## config.mk

```make
export PLATFORM = sky130hd
export DESIGN_NAME = kbd_ctrl
export DESIGN_NICKNAME = d
export VERILOG_FILES = /design/src/rtl/kbd_ctrl_pkg.sv /design/src/rtl/kbd_ctrl_ps2_rx.sv /design/src/rtl/kbd_ctrl.sv
export SDC_FILE = /design/constraint.sdc
export NUM_CORES = 1
export LEC_CHECK = 0
export CORE_UTILIZATION = 30
export CTS_CLUSTER_SIZE = 24
export DETAILED_ROUTE_END_ITERATION = 8
export GPL_TIMING_DRIVEN = 0
export PLACE_DENSITY = 0.54
export SKIP_CTS_REPAIR_TIMING = 1
export SLEW_MARGIN = 10
export SYNTH_ARGS = -nofsm -noshare
export SYNTH_HDL_FRONTEND = slang
export SYNTH_SLANG_ARGS = --single-unit
```

## constraint.sdc

```tcl
create_clock -name clk -period 3.7 [get_ports clk]
set_clock_uncertainty 0.15 [all_clocks]
set_input_delay 0.925 -clock clk [delete_from_list [all_inputs] [get_ports clk]]
set_output_delay 0.925 -clock clk [all_outputs]
set_load 0.05 [all_outputs]
```

## src/rtl/kbd_ctrl_pkg.sv

```systemverilog
// Shared PS/2 receiver state encoding and frame constants.
package kbd_ctrl_pkg;

    typedef enum logic [1:0] {
        ST_IDLE   = 2'd0,
        ST_DATA   = 2'd1,
        ST_PARITY = 2'd2,
        ST_STOP   = 2'd3
    } rx_state_e;

    localparam int unsigned FRAME_DATA_BITS = 8;
    localparam logic        START_BIT_VAL   = 1'b0;
    localparam logic        STOP_BIT_VAL    = 1'b1;

    // Odd parity holds when data plus parity carry an odd number of ones.
    function automatic logic odd_parity_ok(input logic [FRAME_DATA_BITS-1:0] d, input logic p);
        return ^{d, p};
    endfunction

endpackage

```

## src/rtl/kbd_ctrl_ps2_rx.sv

```systemverilog
// PS/2 device-to-host receiver: synchronizer, falling-edge detect, frame FSM, timeout.
module kbd_ctrl_ps2_rx
    import kbd_ctrl_pkg::*;
#(
    parameter int unsigned TIMEOUT = 5000
) (
    input  logic                       clk,
    input  logic                       rst,
    input  logic                       ps2_clk,
    input  logic                       ps2_data,
    output logic                       byte_valid_c,
    output logic [FRAME_DATA_BITS-1:0] rx_byte,
    output logic                       frame_err
);

    localparam int unsigned TO_W  = $clog2(TIMEOUT) + 1;
    localparam int unsigned CNT_W = $clog2(FRAME_DATA_BITS) + 1;

    logic [1:0]                 clk_sync;
    logic [1:0]                 data_sync;
    logic                       clk_prev;
    rx_state_e                  state, state_nxt;
    logic [CNT_W-1:0]           bit_cnt, bit_cnt_nxt;
    logic [FRAME_DATA_BITS-1:0] shift_nxt;
    logic                       parity_q, parity_nxt;
    logic [TO_W-1:0]            to_cnt, to_nxt;
    logic                       err_nxt;
    logic                       fall;
    logic                       din;

    assign fall = clk_prev & ~clk_sync[1];
    assign din  = data_sync[1];

    // Synchronizers, edge-detect history and FSM registers.
    always_ff @(posedge clk) begin
        if (!rst) begin
            clk_sync  <= 2'b11;
            data_sync <= 2'b11;
            clk_prev  <= 1'b1;
            state     <= ST_IDLE;
            bit_cnt   <= '0;
            rx_byte   <= '0;
            parity_q  <= 1'b0;
            to_cnt    <= '0;
            frame_err <= 1'b0;
        end else begin
            clk_sync  <= {clk_sync[0], ps2_clk};
            data_sync <= {data_sync[0], ps2_data};
            clk_prev  <= clk_sync[1];
            state     <= state_nxt;
            bit_cnt   <= bit_cnt_nxt;
            rx_byte   <= shift_nxt;
            parity_q  <= parity_nxt;
            to_cnt    <= to_nxt;
            frame_err <= err_nxt;
        end
    end

    // Frame sequencing on detected PS/2 clock falls, with inter-edge timeout.
    always_comb begin
        state_nxt    = state;
        bit_cnt_nxt  = bit_cnt;
        shift_nxt    = rx_byte;
        parity_nxt   = parity_q;
        to_nxt       = to_cnt;
        err_nxt      = 1'b0;
        byte_valid_c = 1'b0;

        if (state == ST_IDLE) begin
            to_nxt = '0;
            if (fall && din == START_BIT_VAL) begin
                state_nxt   = ST_DATA;
                bit_cnt_nxt = '0;
            end
        end else if (fall) begin
            to_nxt = '0;
            case (state)
                ST_DATA: begin
                    shift_nxt   = {din, rx_byte[FRAME_DATA_BITS-1:1]};
                    bit_cnt_nxt = bit_cnt + CNT_W'(1);
                    if (bit_cnt == CNT_W'(FRAME_DATA_BITS - 1)) begin
                        state_nxt = ST_PARITY;
                    end
                end
                ST_PARITY: begin
                    parity_nxt = din;
                    state_nxt  = ST_STOP;
                end
                default: begin
                    if (din == STOP_BIT_VAL && odd_parity_ok(rx_byte, parity_q)) begin
                        byte_valid_c = 1'b1;
                    end else begin
                        err_nxt = 1'b1;
                    end
                    state_nxt = ST_IDLE;
                end
            endcase
        end else if (to_cnt == TO_W'(TIMEOUT - 1)) begin
            state_nxt = ST_IDLE;
            to_nxt    = '0;
            err_nxt   = 1'b1;
        end else begin
            to_nxt = to_cnt + TO_W'(1);
        end
    end

endmodule

```

## src/rtl/kbd_ctrl.sv

```systemverilog
// Keyboard controller: PS/2 receiver feeding a first-word-fall-through byte FIFO.
module kbd_ctrl
    import kbd_ctrl_pkg::*;
#(
    parameter int unsigned DEPTH   = 8,
    parameter int unsigned TIMEOUT = 5000
) (
    input  logic       clk,
    input  logic       rst,
    input  logic       ps2_clk,
    input  logic       ps2_data,
    input  logic       read_enable,
    output logic       ready,
    output logic [7:0] data,
    output logic       overflow,
    output logic       frame_err
);

    localparam int unsigned AW = $clog2(DEPTH);
    localparam int unsigned PW = AW + 1;

    logic       byte_valid_c;
    logic [7:0] rx_byte;
    logic [7:0] mem [DEPTH];
    logic [PW-1:0] rd_ptr, wr_ptr, rd_nxt, wr_nxt;
    logic       empty_c, full_c, pop_c, push_c, drop_c;
    logic       ready_nxt, ovf_nxt;
    logic [7:0] head_nxt;

    kbd_ctrl_ps2_rx #(.TIMEOUT(TIMEOUT)) u_rx (
        .clk          (clk),
        .rst          (rst),
        .ps2_clk      (ps2_clk),
        .ps2_data     (ps2_data),
        .byte_valid_c (byte_valid_c),
        .rx_byte      (rx_byte),
        .frame_err    (frame_err)
    );

    // Pointer arithmetic and the registered view of the next head entry.
    always_comb begin
        empty_c   = (rd_ptr == wr_ptr);
        full_c    = (rd_ptr[AW-1:0] == wr_ptr[AW-1:0]) && (rd_ptr[AW] != wr_ptr[AW]);
        pop_c     = read_enable && !empty_c;
        push_c    = byte_valid_c && (!full_c || pop_c);
        drop_c    = byte_valid_c && full_c && !pop_c;
        rd_nxt    = rd_ptr + PW'(pop_c);
        wr_nxt    = wr_ptr + PW'(push_c);
        ready_nxt = (rd_nxt != wr_nxt);
        head_nxt  = 8'h00;
        if (ready_nxt) begin
            // A byte written this cycle into the new head slot is not yet in mem.
            if (push_c && rd_nxt[AW-1:0] == wr_ptr[AW-1:0]) begin
                head_nxt = rx_byte;
            end else begin
                head_nxt = mem[rd_nxt[AW-1:0]];
            end
        end
        ovf_nxt = overflow;
        if (pop_c) begin
            ovf_nxt = 1'b0;
        end
        if (drop_c) begin
            ovf_nxt = 1'b1;
        end
    end

    // FIFO control state and registered outputs.
    always_ff @(posedge clk) begin
        if (!rst) begin
            rd_ptr   <= '0;
            wr_ptr   <= '0;
            ready    <= 1'b0;
            data     <= 8'h00;
            overflow <= 1'b0;
        end else begin
            rd_ptr   <= rd_nxt;
            wr_ptr   <= wr_nxt;
            ready    <= ready_nxt;
            data     <= head_nxt;
            overflow <= ovf_nxt;
        end
    end

    // FIFO storage, intentionally left unreset.
    always_ff @(posedge clk) begin
        if (push_c) begin
            mem[wr_ptr[AW-1:0]] <= rx_byte;
        end
    end

endmodule

```

==> results.cfg <==
[synthesis]
synth-edff-count = 64
ys_top_cells_by_area = edfxtp_1 38%, dfxtp_1 21%, mux4_2 7.2%, xor2_1 3.1%, xnor2_1 3.0%
synth.yosys.seq_area_share_pct = 59.6
syn_area_um2 = 5010
async_flop_share_pct = 0
ys_ff_latch = 117
ys_types = 45
synth_top_area_share_pct = 38.4
syn_inst = 377
ys.flop_type = edfxtp_1
synth_top_area_cell = edfxtp_1
synth_warnings = 0
avgSynthCellArea_um2 = 13.3
syn_nets = 392

[floorplan]
die_h_um = 131
ios = 16
start_util_pct = 31.1
rows = 46
core_area_um2 = 16100
dieArea_um2 = 17200
die_w_um = 131

[detailed_routing]
drc = 0
firstDrtPassIters = 4
routedWlPerCell_um = 16.2
vias = 3086
via_per_inst = 4.77
finalWirelength_um = 10500
initialDrtViolationCount = 202
ant_nets = 0

[timing]
max-slew-margin-rel_pct = 40.2
hold_ws_ns = 0.254
slew_viol_final = 0
fin_crit_ns = 3.49
post-route-period-util_pct = 94.4
worst_slew_pin_slew_ns = 0.895
final_hold_viol_count = 0
rsz0062_at_grt = false
fmax_ghz = 0.286
setup_viol = 0
tns_ns = 0

[placement]
dpl.hpwl_um = 7030
place_area_um2 = 5510
place_congestion = 0.754
io_buffer_count = 15
placed_cells = 614

[clocking]
insertion_delay_ns = 0.42
cts.sink_count = 117
cts_root_buf = clkbuf_16
numCtsBuffers = 17
clock_path_buffers = 2
htreeDepth = 4
cts_tree = yes
clkTransAtPathRegs_ns = 0.06

[global_routing]
overflow = 0
grt_max_degree = 17
grt_pass1_wl_um = 17000
gr-usage-all-layers_pct = 13.2
antenna_found_initial = 0
grt_pass1_vias = 3132

[power]
ir_drop_uv = 318
p_leak_nw = 2.12
p_per_area_nw_per_um2 = 489
power.total_w = 0.00303

[final_layout]
final_cells = 647
syn_to_final_growth_pct = 23.9
nets = 433
drive_above_1_share_pct = 23.2
n_antenna_cell = 0
fin_area_um2 = 6200

[job]
cap_violations = 0

[setup_path]
worstSetupPathType = input pin to register
rrSetupSlack_ns = 0.21
worst-path-max-fanout = 10
end_kind = register
startpoint_type = input pin
required_ns = 3.83
crit_arrival_ns = 3.62

[hold_path]
hp-class = register to register

[status]
outcome = finished clean
==> path summary, 6_finish.rpt <==
path	startpoint	to	depth (start not counted)
worst max-delay path	read_enable	data[3]$_SDFF_PN0_	11
worst min-delay path	u_rx.data_sync[0]$_SDFF_PN1_	u_rx.data_sync[1]$_SDFF_PN1_	1
worst max register to register	u_rx.state[0]$_SDFFE_PN0P_	data[3]$_SDFF_PN0_	14
worst min register to register	u_rx.data_sync[0]$_SDFF_PN1_	u_rx.data_sync[1]$_SDFF_PN1_	1
==> stage by stage <==
stage	utilization, %	setup WS (ns)
final	38.5	0.207
after global routing	38.5	0.0218
after CTS	37.9	-1.07
after detailed placement	34.2	-1.14
after global placement	33.7	-1.10
after floorplan	-	0.262
==> state kept, by name, indices dropped and copies added, names as in the netlist <==
signal,cells
u_rx.frame_err,1
u_rx.parity_q,1
u_rx.rx_byte,8
u_rx.to_cnt,14
overflow,1
u_rx.state,2
rd_ptr,4
wr_ptr,4
mem,64
u_rx.clk_sync,2
data,8
u_rx.data_sync,2
ready,1
u_rx.clk_prev,1
u_rx.bit_cnt,4
==> report_power, final <==
group          switching (W)   total, W  internal (W)
Combinational      0.0000121  0.0000236     0.0000115
Sequential        0.00000129    0.00136       0.00136
Clock               0.000575    0.00165       0.00107
==> per-layer routing <==
layer / part of all wire [%] / GRT usage, %
met2: 50 / 21.5
met1: 43 / 16.2
met4: 1.1 / 6.34
met5: 0 / 0
met3: 5.8 / 3.74
==> cells by family (layout without fill, tap and decap cells) <==
family | after synthesis | after routing | synth area share [%]
AOI/OAI and AO/OA | 38 | 38 | 6.22
xor gates and xnor gates | 36 | 36 | 6.57
adders and majority gates | 10 | 10 | 2.50
buffers and inverters | 38 | 92 | 3.70
DFF | 117 | 117 | 59.6
muxes | 25 | 25 | 9.22
and+or+nand+nor | 113 | 113 | 12.2
==> area by class of cell <==
class,count,area (um2)
inverters,17,63.8
clock buffers,20,447
flip-flops and latches,117,2990
multi-input cells,222,1940
fillers,1551,9910
plain buffers,19,129
repair buffers,24,208
clock inverters,12,155
well taps,216,270
==> synthesized netlist by cell type, types with 3 or more instances <==
master    instances
inv_1            17
nor4b_1           5
buf_2             3
a211oi_1          8
nand3_1          17
a21boi_0         10
dfxtp_1          53
edfxtp_1         64
nor2_1           22
and2_1            7
nor2b_1           4
clkbuf_1         14
nor3_1            5
xnor2_1          17
nand2_1          24
mux2_2            9
a41oi_1           9
mux4_2           16
xor2_1           18
ha_1             10
nand4_1           5
a21oi_1           3
nand2b_1          8
==> layout by cell type (no fill, tap or decap), drive strengths merged, types with 5 or more instances in the layout <==
cell type      count
a211oi             8
a21boi            11
a41oi              9
and2               7
buf               11
clkbuf            36
clkdlybuf4s50     15
clkinv             7
dfxtp             53
edfxtp            64
ha                10
inv               17
mux2               9
mux4              16
nand2             24
nand2b             8
nand3             17
nand4              5
nor2              22
nor3               6
nor4b              5
xnor2             17
xor2              18
==> worst max-delay path, cell delays in order <==
cell	delay, ns
clkdlybuf4s50_1	0.48
inv_1	0.04
a41oi_1	0.25
ha_1	0.24
ha_2	0.18
xor2_1	0.24
clkbuf_2	0.35
xor2_1	0.27
o41ai_4	0.09
buf_4	0.19
a211oi_1	0.36
(Power assumes the default switching activity.)
